**src/rtl/p_pkg.sv**
```systemverilog
// Shared types and helpers for the unary (thermometer) encoder.
package p_pkg;

  localparam int ERR_CNT_W = 8;
  localparam int THERM_MAX_W = 64;

  typedef logic [ERR_CNT_W-1:0] err_cnt_t;

  typedef struct packed {
    logic inv;
    logic [THERM_MAX_W-1:0] code;
  } p_req_t;

  function automatic logic [THERM_MAX_W-1:0] p_therm(
    input int w,
    input int n
  );
    logic [THERM_MAX_W-1:0] r;
    for (int i = 0; i < THERM_MAX_W; i++) begin
      r[i] = (i < n) && (i < w);
    end
    return r;
  endfunction

endpackage

```
**src/rtl/p_enc_skid.sv**
```systemverilog
// Two-entry valid/ready buffer: output register plus skid register.
module p_enc_skid
  import p_pkg::*;
#(
  parameter int DW = 16
) (
  input  logic          clk,
  input  logic          rst,
  input  logic          i_vld,
  input  logic [DW-1:0] i_data,
  output logic          o_rdy,
  output logic          o_vld,
  output logic [DW-1:0] o_data,
  input  logic          i_rdy
);

  logic          or_vld_q, or_vld_d;
  logic [DW-1:0] or_data_q, or_data_d;
  logic          sk_vld_q, sk_vld_d;
  logic [DW-1:0] sk_data_q, sk_data_d;
  logic          or_free;
  logic          acc;

  assign o_rdy   = ~sk_vld_q & ~rst;
  assign o_vld   = or_vld_q;
  assign o_data  = or_data_q;
  assign or_free = ~or_vld_q | i_rdy;
  assign acc     = i_vld & o_rdy;

  always_comb begin
    or_vld_d  = or_vld_q;
    or_data_d = or_data_q;
    sk_vld_d  = sk_vld_q;
    sk_data_d = sk_data_q;
    if (or_free) begin
      if (sk_vld_q) begin
        or_vld_d  = 1'b1;
        or_data_d = sk_data_q;
        sk_vld_d  = 1'b0;
      end else begin
        or_vld_d = acc;
        if (acc) or_data_d = i_data;
      end
    end else if (acc) begin
      // OR stalled: o_rdy guarantees SK is free here
      sk_vld_d  = 1'b1;
      sk_data_d = i_data;
    end
  end

  always_ff @(posedge clk or posedge rst) begin
    if (rst) begin
      or_vld_q  <= 1'b0;
      or_data_q <= '0;
      sk_vld_q  <= 1'b0;
      sk_data_q <= '0;
    end else begin
      or_vld_q  <= or_vld_d;
      or_data_q <= or_data_d;
      sk_vld_q  <= sk_vld_d;
      sk_data_q <= sk_data_d;
    end
  end

endmodule

```
**src/rtl/p_enc.sv**
```systemverilog
// Streaming binary-to-thermometer encoder with range check,
// optional complement and saturating drop counter.
module p_enc
  import p_pkg::*;
#(
  parameter int W = 16,
  parameter bit P_ADMIT_COMPLIMENT_EN = 1'b1,
  localparam int N_W = $clog2(W) + 1
) (
  input  logic                 clk,
  input  logic                 rst,
  input  logic                 i_vld,
  input  logic [N_W-1:0]       i_n,
  input  logic                 i_inv,
  output logic                 o_rdy,
  output logic                 o_vld,
  output logic [W-1:0]         o_x,
  input  logic                 i_rdy,
  output logic                 o_err,
  output logic [ERR_CNT_W-1:0] o_err_cnt
);

  localparam logic [N_W-1:0] W_N = N_W'(W);

  p_req_t   req;
  logic     in_rng;
  logic     inv_eff;
  logic     acc;
  logic [W-1:0] code;
  logic     unused_hi;
  logic     err_q, err_d;
  err_cnt_t err_cnt_q, err_cnt_d;

  assign in_rng    = i_n < W_N;
  assign inv_eff   = i_inv & P_ADMIT_COMPLIMENT_EN;
  assign req.inv   = inv_eff;
  assign req.code  = p_therm(W, int'(i_n));
  assign unused_hi = ^req.code[THERM_MAX_W-1:W];
  assign code      = req.inv ? ~req.code[W-1:0] : req.code[W-1:0];
  assign acc       = i_vld & o_rdy;

  p_enc_skid #(
    .DW(W)
  ) u_skid (
    .clk   (clk),
    .rst   (rst),
    .i_vld (i_vld & in_rng),
    .i_data(code),
    .o_rdy (o_rdy),
    .o_vld (o_vld),
    .o_data(o_x),
    .i_rdy (i_rdy)
  );

  always_comb begin
    err_d     = acc & ~in_rng;
    err_cnt_d = err_cnt_q;
    if (err_d && err_cnt_q != '1) begin
      err_cnt_d = err_cnt_q + 1'b1;
    end
  end

  always_ff @(posedge clk or posedge rst) begin
    if (rst) begin
      err_q     <= 1'b0;
      err_cnt_q <= '0;
    end else begin
      err_q     <= err_d;
      err_cnt_q <= err_cnt_d;
    end
  end

  assign o_err     = err_q;
  assign o_err_cnt = err_cnt_q;

endmodule

```
**config.mk**
```make
export PLATFORM = sky130hd
export DESIGN_NAME = p_enc
export DESIGN_NICKNAME = d
export VERILOG_FILES = /design/src/rtl/p_pkg.sv /design/src/rtl/p_enc_skid.sv /design/src/rtl/p_enc.sv
export SDC_FILE = /design/constraint.sdc
export NUM_CORES = 1
export LEC_CHECK = 0
export ABC_AREA = 0
export CAP_MARGIN = 20
export CELL_PAD_IN_SITES_DETAIL_PLACEMENT = 0
export CELL_PAD_IN_SITES_GLOBAL_PLACEMENT = 1
export CORE_MARGIN = 10
export CORE_UTILIZATION = 47
export CTS_CLUSTER_DIAMETER = 30
export DETAILED_ROUTE_END_ITERATION = 16
export GPL_TIMING_DRIVEN = 0
export HOLD_SLACK_MARGIN = 0.08
export PLACE_DENSITY_LB_ADDON = 0.08
export SYNTH_ARGS = -nofsm -noshare
export SYNTH_HDL_FRONTEND = slang
export SYNTH_HIERARCHICAL = 1
export SYNTH_SLANG_ARGS = --single-unit
```
**constraint.sdc**
```tcl
create_clock -name clk -period 4.3 [get_ports clk]
set_input_delay 0.645 -clock clk [delete_from_list [all_inputs] [get_ports clk]]
set_output_delay 0.645 -clock clk [all_outputs]
set_load 0.005 [all_outputs]
```
==> results.cfg <==
[status]
run_status = finished, final reports clean

[timing]
skew_ps = 5.37
period_needed_ps = 2530
drv_slew = 0
period_share = 0.588
hold-worst-slack_ps = 509
final-setup-viol-count = 0
hold_viol_final = 0
fin_setup_tns_ps = 0
max_freq_mhz = 395
rsz0062_at_grt = no
maxSlewHeadroom = 0.522
worstMarginPinSlew_ps = 716

[drt]
wl_um = 4800
m1WireLength_um = 2150
drt_iter0_markers = 47
routed.top_layer = met4
ant_nets = 0
route.met2.wl_um = 2370
vias = 1484
wl_met3_um = 241
viasPerCell = 5.10
post_drt_wl_per_cell_um = 16.5
drc_errors = 0
first_pass_iters = 4

[finish]
antenna_cells = 0
final_nets = 234
synthToLayoutAreaGrowth_pct = 23.4
drive_gt1_frac = 0.357
nFillCells = 403

[worst_setup_path]
ff2ff_path_depth = 6
critPathKind = in2out
cp-end-kind = output port
slowest_delay_ps = 550
cp_data_required_time_ps = 3650
cp_top_family = buffers and inverters
path_cells = clkdlybuf4s50_1 > nor2_4 > clkdlybuf4s50_1
start_kind = input port
cp_max_fo = 4
crit_buf_inv = 2
reg2reg_from = u_skid/sk_vld_q$_DFFE_PP0P_
worst_path_most_repeated_cell = clkdlybuf4s50_1
cp.arrival_ps = 1890
r2r_end = o_err_cnt[7]$_DFFE_PP0P_
reg2reg_setup_slack_ps = 2670
cp_slowest_cell = clkdlybuf4s50_1

[hold_path]
hold_path.class = reg2reg
whs_endpoint = u_skid/o_data[9]$_DFFE_PP0P_
hold_depth = 1
worstHoldStart = u_skid/o_data[9]$_DFFE_PP0P_

[floorplan]
die_h_um = 91.0
die_w_um = 91.0
rows = 25
start_util = 0.491
core_area_sq_um = 4820
dieArea_sq_um = 8280
io-pin-count = 37

[synth]
ys_ff_latch = 43
synth_cells = 182
synth_area_leaders = dfrtp_1, mux2_2, mux2_4
yosysWarnings = 6
synth_ff_type = dfrtp_1
synth_edf_count = 0
netlist_area_sq_um = 2370
async_flop_share = 1.00
synth_most_common_cell = dfrtp_1
synth_cell_types = 36
yosys.area.top_type_share = 0.455
synth_fp_nets = 193
synthTopCellsByCount = dfrtp_1, mux2_2, mux2_4, xnor2_1, a21oi_1
postSynthAreaPerCell_sq_um = 13.0
seq_area_frac_synth = 0.455
yosysTopAreaCell = dfrtp_1

[placement]
gp_congestion = 0.834
numPortBuffers = 33
dp_hpwl_um = 3660

[global_routing]
grt_usage = 0.119
grt_overflow = 0
first_global_vias = 1654
antenna_found_initial = 0
grt_pass1_wl_um = 8220
grt_max_degree = 19

[clock_tree]
cts.sinks = 43
cts_max_level = 2
path_clk_slew_ps = 80
cts_resized = 0
cts_setup_buffers = 0
root_buffer = clkbuf_8
cts_buffers = 5
ctsHoldBuffers = 0
cts_tree = built
insertion_delay_ps = 290
clk_path_buf_depth = 2

[pwr]
vdd_drop_max_mv = 0.242
power-per-cell-area_nw_per_um2 = 461
p_leak_uw = 0.00130

[job]
maxCapViolCount = 0
[kinds of logic (layout without fill, tap and decap cells)]
group / Yosys count / in the layout / synth area share
flip-flops: 43 / 43 / 0.455
AND/OR/NAND/NOR: 35 / 35 / 0.0994
buffers and inverters: 17 / 59 / 0.0544
AO/OA/AOI/OAI: 17 / 17 / 0.0460
XOR/XNOR: 18 / 18 / 0.0666
adder cells (fa/ha/maj): 1 / 1 / 0.00528
multiplexers: 51 / 51 / 0.274
[cell type report]
class / count / area (sq um) / share of cell area
buffer: 12 / 110 / 0.0377
clock buffer: 5 / 68.8 / 0.0236
clock inverter: 3 / 43.8 / 0.0150
inverter: 5 / 18.8 / 0.00642
multi-input combinational: 122 / 1160 / 0.398
sequential: 43 / 1080 / 0.368
tap: 67 / 83.8 / 0.0287
timing repair buffer: 34 / 358 / 0.122
[worst register-to-register path: stages, from the launching register on]
cell and delay (ps):
dfrtp_1 380, buf_6 150, nor2_4 180, nand3_4 130, nor3_4 150, and3_1 190, mux2_1 330
[metal layers]
metal	up-vias	global-route usage
li1	712	-
met1	740	0.140
met2	28	0.203
met3	4	0.0362
met4	0	0.0366
met5	-	0
[report_power, final]
group          leakage (uW)  switching, uW  internal, uW
Combinational      0.000717            146           286
Sequential         0.000528           83.6           518
Clock             0.0000581            142           173
[how the worst max path moves through the flow]
stage	from	to	slack [ps]	depth (start not counted)
after floorplan	i_n[3]	u_skid/o_data[2]$_DFFE_PP0P_	2290	8
after global placement	i_n[4]	u_skid/o_data[6]$_DFFE_PP0P_	1720	8
after detailed placement	i_n[4]	u_skid/o_data[0]$_DFFE_PP0P_	1690	8
after CTS	rst	o_rdy	1760	3
after global routing	rst	o_rdy	1720	3
final	rst	o_rdy	1770	3
[per-stage QoR]
stage | cells | total power [uW] | setup WS, ps | utilization | instance area (sq um)
finish | 291 | 1350 | 1770 | 0.606 | 2920
global route | 291 | 1430 | 1720 | 0.606 | 2920
CTS | 291 | 1370 | 1760 | 0.606 | 2920
detailed placement | 283 | 1050 | 1690 | 0.583 | 2810
global placement | 282 | 1020 | 1720 | 0.577 | 2780
floorplan | 182 | 823 | 2290 | - | 2370
[placed cells by master (no fill, tap or decap), types with 2 or more instances in the layout]
master,count
a21oi_1,9
a31oi_1,2
and3_1,2
buf_2,4
buf_6,8
clkbuf_8,5
clkdlybuf4s50_1,33
dfrtp_1,43
inv_1,4
mux2_2,29
mux2_4,20
nand2_1,8
nand3_1,4
nor2_1,5
nor2_4,2
nor2b_1,2
o21a_1,2
or2_1,2
xnor2_1,14
xor2_1,4
[registers in the layout (all words and copies together), names as in the netlist]
name and flops:
u_skid/o_data 16, u_skid/sk_data_q 16, o_err_cnt 8, o_err 1, u_skid/o_vld 1, u_skid/sk_vld_q 1
Note: power is estimated with default switching activity, not from simulation.
